### src/rtl/rv32i_types.sv
// rv32i_types: shared types for the out-of-order core.
// This file holds the physical register ID type used by rename and the ROB.
// It also holds the free-list sizing constants and pointer type.
//   free_list_t      - physical register ID (8 bits)
//   FREE_LIST_DEPTH  - free-list entries (NUM_PHYS - NUM_ARCH at defaults)
//   FREE_LIST_PW     - free-list pointer width, including the wrap bit
//   free_list_ptr_t  - free-list pointer (index bits plus wrap bit)
package rv32i_types;

  typedef logic [7:0] free_list_t;

  localparam int FREE_LIST_DEPTH = 32;
  localparam int FREE_LIST_PW    = $clog2(FREE_LIST_DEPTH) + 1;

  typedef logic [FREE_LIST_PW-1:0] free_list_ptr_t;

endpackage

### src/rtl/free_list.sv
// free_list: circular FIFO of free physical register IDs for the rename stage.
//
// Rename pops from the speculative head. ROB commit pushes superseded
// registers at the tail. A second head (arch_head) advances only on commit,
// so a flush can hand back every speculatively allocated register in one cycle.
//
// Ports:
//   clk, rst_n    - clock and asynchronous active-low reset
//   alloc_req     - rename wants one register this cycle
//   alloc_valid   - list non-empty and not flushing
//   alloc_preg    - register at the speculative head (fall-through read)
//   commit_valid  - committing instruction had allocated a register
//   free_valid    - committing instruction frees free_preg
//   free_preg     - register being returned to the list
//   flush         - mispredict / exception recovery
//   free_count    - occupancy, tail - head
//   err           - sticky overflow / architectural-head overrun flag
module free_list
  import rv32i_types::*;
#(
  parameter int NUM_ARCH = 32,
  parameter int NUM_PHYS = 64,
  parameter int DEPTH    = NUM_PHYS - NUM_ARCH,
  parameter int PW       = $clog2(DEPTH) + 1
) (
  input  logic          clk,
  input  logic          rst_n,
  input  logic          alloc_req,
  output logic          alloc_valid,
  output free_list_t    alloc_preg,
  input  logic          commit_valid,
  input  logic          free_valid,
  input  free_list_t    free_preg,
  input  logic          flush,
  output logic [PW-1:0] free_count,
  output logic          err
);

  // DEPTH is a power of two, so it is exactly representable in PW bits.
  localparam logic [PW-1:0] DEPTH_PTR = PW'(DEPTH);
  localparam logic [PW-1:0] PTR_ONE   = PW'(1);

  free_list_t    mem [DEPTH];
  logic [PW-1:0] head;
  logic [PW-1:0] arch_head;
  logic [PW-1:0] tail;

  logic          full;
  logic          empty;
  logic          alloc_fire;
  logic          free_fire;
  logic          free_drop;
  logic          commit_overrun;
  logic          commit_fire;
  logic [PW-1:0] arch_head_next;
  logic [PW-1:0] head_next;

  // The head read has no bypass. A register written this cycle at the tail
  // only becomes visible once the write has landed in mem.
  assign alloc_preg = mem[head[PW-2:0]];

  // Decide which operations take effect this cycle.
  // A free at full is still accepted when an allocation frees a slot in the
  // same cycle. A flush suppresses allocation, so a free at full during a
  // flush is dropped.
  // A commit while arch_head has already caught up with head would point the
  // architectural head at an unallocated register. It is refused and flagged.
  always_comb begin
    free_count     = tail - head;
    full           = (free_count == DEPTH_PTR);
    empty          = (free_count == '0);
    alloc_valid    = !empty && !flush;
    alloc_fire     = alloc_req && alloc_valid;
    free_fire      = free_valid && (!full || alloc_fire);
    free_drop      = free_valid && !free_fire;
    commit_overrun = commit_valid && (arch_head == head);
    commit_fire    = commit_valid && !commit_overrun;

    arch_head_next = arch_head;
    if (commit_fire) begin
      arch_head_next = arch_head + PTR_ONE;
    end

    // Flush restores the speculative head from the post-commit arch_head.
    head_next = head;
    if (flush) begin
      head_next = arch_head_next;
    end else if (alloc_fire) begin
      head_next = head + PTR_ONE;
    end
  end

  // Pointer, storage and error state.
  // Reset loads the image of registers NUM_ARCH..NUM_PHYS-1. The tail starts
  // one full lap ahead of the head, so the list resets full.
  always_ff @(posedge clk or negedge rst_n) begin
    if (!rst_n) begin
      head      <= '0;
      arch_head <= '0;
      tail      <= DEPTH_PTR;
      err       <= 1'b0;
      for (int i = 0; i < DEPTH; i++) begin
        mem[i] <= free_list_t'(NUM_ARCH + i);
      end
    end else begin
      head      <= head_next;
      arch_head <= arch_head_next;
      if (free_fire) begin
        mem[tail[PW-2:0]] <= free_preg;
        tail              <= tail + PTR_ONE;
      end
      if (free_drop || commit_overrun) begin
        err <= 1'b1;
      end
    end
  end

endmodule

### config.mk
export PLATFORM = sky130hd
export DESIGN_NAME = free_list
export DESIGN_NICKNAME = d
export VERILOG_FILES = /design/src/rtl/rv32i_types.sv /design/src/rtl/free_list.sv
export SDC_FILE = /design/constraint.sdc
export NUM_CORES = 1
export LEC_CHECK = 0
export ABC_AREA = 1
export CAP_MARGIN = 20
export CORE_MARGIN = 2
export CORE_UTILIZATION = 30
export DETAILED_ROUTE_END_ITERATION = 6
export GPL_TIMING_DRIVEN = 0
export PLACE_DENSITY = 0.51
export SYNTH_ARGS = -nofsm -noshare
export SYNTH_HDL_FRONTEND = slang
export SYNTH_SLANG_ARGS = --single-unit
export TNS_END_PERCENT = 100
### constraint.sdc
create_clock -name clk -period 3.4 [get_ports clk]
set_clock_uncertainty 0.2 [all_clocks]
set_input_delay 0.51 -clock clk [delete_from_list [all_inputs] [get_ports clk]]
set_output_delay 0.51 -clock clk [all_outputs]
set_load 0.05 [all_outputs]
==> results of run 1 <==
-- through the flow --
step           hold WS [ns]  setup WS, ns
6_report             0.1870       0.03499
5_1_grt              0.2258      -0.01243
4_1_cts              0.1736     -0.001913
3_5_place_dp         0.2519       -0.9849
3_3_place_gp         0.2474        -11.12
2_1_floorplan       0.01441       0.04764
-- path summary, 6_finish.rpt --
| kind | startpoint | end | slack [ns] |
|---|---|---|---|
| min | commit_valid | arch_head[3] | 0.19 |
| min in group asynchronous | rst_n | mem[216] | 0.33 |
| max reg2reg | tail[0] | mem[192] | 0.51 |
| max | head[1] | alloc_preg[2] | 0.03 |
| max in group asynchronous | rst_n | mem[166] | 1.17 |
| min reg2reg | mem[176] | mem[176] | 0.26 |
-- placed cells by master (no fill, tap or decap), types with 3 or more instances in the layout --
cell type	instances
nand3_2	16
buf_4	11
o21ai_2	8
a21oi_2	4
nor2_2	3
buf_8	8
o22ai_1	28
dfrtp_1	161
nand3_4	30
clkbuf_4	8
inv_1	38
clkbuf_1	52
o21ai_0	111
inv_2	5
o22ai_2	4
nor2_1	197
clkbuf_2	11
clkbuf_16	41
clkbuf_8	13
nand3_1	48
o211ai_1	32
ha_1	8
buf_1	23
buf_2	13
nand4_1	267
nand2_1	639
o21ai_1	19
clkdlybuf4s50_1	11
dfstp_2	113
xor2_1	9
buf_12	3
buf_6	43
-- synth_stat cells (all sizes together) --
| library cell | instances |
|---|---|
| clkbuf | 71 |
| nand2 | 641 |
| nand4 | 267 |
| o211ai | 33 |
| a21oi | 4 |
| and2 | 2 |
| xnor2 | 1 |
| nand3 | 94 |
| dfrtp | 162 |
| nor3 | 1 |
| nand3b | 2 |
| dfstp | 113 |
| o21ai | 140 |
| nor2 | 201 |
| clkinv | 1 |
| o22ai | 32 |
| fa | 1 |
| ha | 11 |
| inv | 47 |
| xor2 | 9 |
| buf | 75 |
-- per-layer routing --
metal  routed length (um)  vias to the layer above  part of all wire, %  global-route usage, %
met5                    0                        -                    0                      0
li1                     -                     6723                    -                      -
met1                26120                     7220                   43                  31.62
met4                 2469                        0                  4.1                  9.192
met2                27530                      575                   45                  36.81
met3                 4524                      133                  7.5                  3.505
-- worst max-delay path, delay by kind of cell (launching register included) --
kind | cells | cell delay [ns]
AND/OR/NAND/NOR | 2 | 0.22
buffers and inverters | 5 | 0.96
AO/OA/AOI/OAI | 3 | 0.54
flip-flops | 1 | 0.38
-- flip-flops by register name, indices dropped and copies added, names as in the netlist --
signal / cells
mem: 256
tail: 6
head: 6
arch_head: 6
err: 1
-- timing repair --
action	in CTS	in global routing
gates resized for setup	188	60
pin swaps	13	17
endpoints found under the hold margin	50	0
endpoints found under the setup margin	282	11
buffers inserted	3	2
gates cloned	0	2
hold buffers	1	0
-- cell type report --
| class | count | area, um^2 |
|---|---|---|
| tap | 672 | 840.8 |
| clock inverter | 3 | 40.04 |
| buffer | 146 | 1109 |
| multi-input combinational | 1439 | 7357 |
| inverter | 48 | 197.7 |
| timing repair buffer | 37 | 427.9 |
| fill | 5366 | 31980 |
| sequential | 275 | 7024 |
| clock buffer | 61 | 1096 |
-- power by group --
| group | internal (mW) | switching (mW) | leakage [nW] |
|---|---|---|---|
| combinational | 2.85 | 6.07 | 4.43 |
| sequential | 4.76 | 0.716 | 3.31 |
| clock | 2.26 | 1.51 | 0.554 |
-- kinds of logic (layout without fill, tap and decap cells) --
family | count (synthesis) | count (layout)
fa+ha+maj | 12 | 12
simple gates | 1208 | 1208
compound gates | 209 | 209
xor+xnor | 10 | 10
buf+inv | 194 | 295
flops | 275 | 275
==> impl_metrics.py, run 1 <==
metrics = {
    "final_layout": {
        "final_cells": 2681,
        "final_area_mm2": 0.01809,
        "final_core_util_pct": 36.14,
        "drive_gt1_share_pct": 17.67,
        "n_antenna_cell": 0,
        "fin_nets": 2009,
        "area_growth_pct": 19.26,
    },
    "placed_design": {
        "dp_hpwl_um": 43130,
        "dpl.cell_count": 2609,
        "io_buffers": 26,
        "place.gp.congestion": 0.9969,
        "place_area_mm2": 0.01635,
    },
    "timing": {
        "post-route-period-util_pct": 98.97,
        "rsz0062_at_grt": "true",
        "finalCriticalPeriod_ns": 3.365,
        "setup_tns_ns": 0,
        "slew_headroom_pct": 27.10,
        "finalSetupViolCount": 0,
        "final_max_slew_viol_count": 0,
        "timing.fmax_mhz": 297.2,
        "tightest_slew_ns": 1.089,
        "hold_violations": 0,
    },
    "detailed_routing": {
        "routed_wl_um": 60640,
        "drt_iter0_markers": 1553,
        "wl_per_cell_um": 22.62,
        "drtAntennaViolNets": 0,
        "first_pass_iters": 5,
        "route.detailed.drc": 0,
        "vias_per_cell": 5.465,
        "via_count": 14651,
    },
    "grt": {
        "antenna_found_initial": 1,
        "grt_max_degree": 105,
        "grt.total_usage_pct": 23.14,
        "grt_pass1_vias": 14294,
        "grt_pass1_wl_um": 91800,
        "gr-total-overflow": 0,
    },
    "power": {
        "powerDensity_mw_per_mm2": 1004,
        "vdd_drop_max_v": 0.001098,
        "power_mw": 18.16,
        "p_leak_nw": 8.287,
    },
    "floorplanning": {
        "core_mm2": 0.05007,
        "die_y_um": 228.9,
        "die_area_mm2": 0.05238,
        "die_width_um": 228.9,
        "fp-row-count": 82,
        "initial_core_util_pct": 30.30,
        "num_io_pins": 30,
    },
    "yosys": {
        "synth_xor_area_share_pct": 0.5773,
        "synth_compound_area_share_pct": 7.794,
        "synth_seq_cells": 275,
        "synth_mux_area_share_pct": 0,
        "seq_area_frac_synth_pct": 46.29,
        "synthSimpleGateAreaFrac_pct": 37.78,
        "yosys-top-cells-area": "dfrtp_1 27%, dfstp_2 20%, nand2_1 16%",
        "yosys_warnings": 0,
        "synth.net_count": 1934,
        "syn_avg_cell_area_um2": 7.951,
        "synth_top_cell_by_area": "dfrtp_1",
        "synthAdderAreaFrac_pct": 1.039,
        "synth_area_mm2": 0.01517,
        "yosysTopAreaCellShare_pct": 26.72,
        "syn_inst": 1908,
        "synth.distinct_cells": 31,
        "synth_top_family_by_area": "simple AND/OR/NAND/NOR gates",
    },
    "run": {
        "maxCapViolCount": 0,
    },
    "critical_path": {
        "required_ns": 2.69,
        "crit_chain": "buf_8, buf_4, clkbuf_4, o21ai_0, o22ai_1, nand2_1, nand4_1, o21ai_2, inv_1, buf_4",
        "slowest_delay_ns": 0.38,
        "crit_path_frequent_cell": "buf_4",
        "cp.arrival_ns": 2.66,
        "crit_type": "flip-flop to output port",
        "startpoint_type": "flip-flop",
        "endpoint_kind": "output port",
        "cp_slowest_cell": "dfrtp_1",
        "critical_path.max_fanout": 10,
        "reg2regPathDepth": 14,
    },
    "clocking": {
        "htreeDepth": 2,
        "cts.sinks": 275,
        "cts_buffers": 36,
        "clk_path_buf_depth": 3,
        "clockRootBuffer": "clkbuf_16",
        "clkTransAtPathRegs_ns": 0.06,
        "cts_tree": "built",
        "insertion_delay_ns": 0.54,
    },
    "worst_hold_path": {
        "holdPathStages": 3,
        "hold_path.class": "primary input to flip-flop",
    },
    "status": {
        "outcome": "completed",
    },
}
Power figures use the tool's default switching activity.
==> run 2: changes to the inputs <==
--- a/config.mk
+++ b/config.mk
@@ -9,6 +9,8 @@
 export CAP_MARGIN = 20
 export CORE_MARGIN = 2
 export CORE_UTILIZATION = 30
+export CTS_CLUSTER_DIAMETER = 50
+export CTS_CLUSTER_SIZE = 10
 export DETAILED_ROUTE_END_ITERATION = 6
 export GPL_TIMING_DRIVEN = 0
 export PLACE_DENSITY = 0.51
==> run 2 against run 1 <==
Net effect: the run now ends with negative setup slack left; utilization is 0.55 points higher; design area grew 1.5%; non-clock buffer count shrank 1; register-to-register slack better by 0.03 ns; hold slack worse by 0.025 ns; critical path type unchanged.
==> impl_metrics.py, run 2 (synthesized netlist as in run 1, its figures left out) <==
metrics = {
    "status": {
        "outcome": "finished, violations left",
        "violations": "negative setup slack",
    },
    "final_layout": {
        "mostFrequentLayoutCells": "639 x nand2_1, 267 x nand4_1, 198 x nor2_1",
        "largest_register_ff_count": 256,
        "final_common_cell": "nand2_1",
        "final_cells": 2694,
        "top_register": "mem",
        "n_antenna_cell": 0,
        "area_growth_pct": 21.06,
        "fin_nets": 2015,
        "final_area_mm2": 0.01837,
        "n_fill_cell": 5334,
        "drive_gt1_share_pct": 18.60,
    },
    "floorplanning": {
        "fp-row-count": 82,
        "num_io_pins": 30,
        "die_width_um": 228.9,
        "die_area_mm2": 0.05238,
        "initial_core_util_pct": 30.30,
        "die_y_um": 228.9,
        "core_mm2": 0.05007,
    },
    "timing": {
        "slew_headroom_pct": 25.11,
        "rsz0062_at_grt": "true",
        "tightest_slew_ns": 1.119,
        "layout_setup_ws_ns": -0.009795,
        "timing.fmax_mhz": 293.3,
        "final_max_slew_viol_count": 0,
        "finalCriticalPeriod_ns": 3.410,
        "finalSetupViolCount": 1,
        "setup_tns_ns": -0.009795,
        "post-route-period-util_pct": 100.3,
        "hold_violations": 0,
    },
    "critical_path": {
        "r2r_start": "tail[0]",
        "endpoint_kind": "output port",
        "crit_chain": "buf_8, inv_6, buf_12, clkbuf_16, nor2_1, o211ai_1, nand3_1, nand4_1, o21ai_2, inv_1, buf_6",
        "slowest_delay_ns": 0.42,
        "critical_path.max_fanout": 10,
        "cp_slowest_cell": "o211ai_1",
        "startpoint_type": "flip-flop",
        "critPathLaunch": "head[0]",
        "cp.arrival_ns": 2.70,
        "crit_type": "flip-flop to output port",
        "required_ns": 2.69,
    },
    "power": {
        "power_mw": 18.89,
        "clockPowerShare_pct": 24.0,
        "powerDensity_mw_per_mm2": 1028,
        "internal_power_mw": 10.40,
        "combPwrFrac_pct": 47.0,
        "p_leak_nw": 8.405,
        "vdd_drop_max_v": 0.001028,
        "swShare_pct": 44.92,
        "seqPwrFrac_pct": 29.0,
        "switchingPower_mw": 8.485,
    },
    "grt": {
        "grt_max_degree": 105,
        "gr-total-overflow": 0,
        "grt_pass1_wl_um": 92410,
        "grt.total_usage_pct": 23.31,
        "grt_pass1_vias": 14438,
        "antenna_found_initial": 1,
    },
    "clocking": {
        "cts_tree": "built",
        "cts_buffers": 43,
        "clk_path_buf_depth": 3,
        "insertion_delay_ns": 0.58,
        "htreeDepth": 2,
        "cts.sinks": 275,
        "clockRootBuffer": "clkbuf_16",
        "clkTransAtPathRegs_ns": 0.05,
    },
    "worst_hold_path": {
        "hold_path.class": "primary input to flip-flop",
        "hp-start": "commit_valid",
    },
    "detailed_routing": {
        "routed_wl_um": 60760,
        "met2_length_um": 27610,
        "wl_met1_um": 26410,
        "drtAntennaViolNets": 0,
        "route.met3.wl_um": 4197,
        "vias_per_cell": 5.423,
        "route.detailed.drc": 0,
        "wl_per_cell_um": 22.55,
        "drt_iter0_markers": 1479,
        "first_pass_iters": 6,
        "routed.top_layer": "met4",
        "via_count": 14609,
    },
    "placed_design": {
        "place_area_mm2": 0.01635,
        "place_ws_ns": -0.9849,
        "dp_hpwl_um": 43130,
        "dpl.cell_count": 2609,
        "io_buffers": 26,
        "place.gp.congestion": 0.9969,
    },
    "run": {
        "maxCapViolCount": 0,
    },
}
## run 2: changes by cell type in the layout (fill, tap and decap cells not counted), moves of 2 or more
cell / previous run / this run
clkinv_4: 0 / 2
buf_8: 8 / 10
bufinv_16: 1 / 3
clkinv_2: 2 / 9
clkbuf_16: 41 / 47
clkbuf_1: 52 / 40
clkbuf_4: 8 / 11
clkbuf_2: 11 / 7
clkinvlp_4: 2 / 9
## run 2: area by class of cell
cell class | instances | area (um^2) | area share (%)
flip-flops and latches | 275 | 7023 | 38.24
clock inverters | 21 | 205.2 | 1.117
repair buffers | 36 | 389.1 | 2.119
clock buffers | 57 | 1251 | 6.812
well taps | 672 | 840.8 | 4.578
multi-input cells | 1439 | 7338 | 39.95
plain buffers | 146 | 1124 | 6.118
inverters | 48 | 195.2 | 1.063
## run 2: critical path: cells and delay by family (launching register included)
kind	cells	cell delay, ns
AO/OA/AOI/OAI	2	0.51
AND/OR/NAND/NOR	3	0.42
flip-flops	1	0.40
buffers and inverters	6	0.78
## run 2: path summary, 6_finish.rpt
path	end	slack [ns]	cells past startpoint
hold / removal	arch_head[5]	0.16	3
setup / recovery	alloc_preg[3]	-0.01	11
setup reg to reg	mem[192]	0.54	14
max in group asynchronous	mem[147]	1.23	4
min in group asynchronous	mem[219]	0.31	2
hold reg to reg	mem[74]	0.26	2
## run 2: power by group through the flow
stage | Sequential [mW] | Combinational, mW | Clock [mW]
final | 5.48 | 8.87 | 4.54
after CTS | 5.45 | 8.55 | 4.61
after global placement | 5.47 | 8.04 | 0
after floorplan | 5.29 | 5.23 | 0
after detailed placement | 5.48 | 8.09 | 0
after global routing | 5.63 | 9.58 | 4.73
## run 2: per-layer routing
layer	GRT usage, %	up-vias
met5	0	-
met4	10.23	0
met3	3.431	137
met2	36.74	571
met1	31.81	7159
li1	-	6742
## run 2: through the flow
step	hold WS [ns]	utilization (%)
floorplan	0.01441	-
global placement	0.2474	32.51
detailed placement	0.2519	32.66
CTS	0.1416	36.41
global route	0.2028	36.68
finish	0.1622	36.68
## run 2: what timing repair did
action / in CTS / in global routing
setup buffers: 4 / 2
setup endpoints to repair: 283 / 11
pin swaps: 13 / 21
endpoints found under the hold margin: 50 / 0
gates resized for setup: 193 / 57
hold buffers: 1 / 0
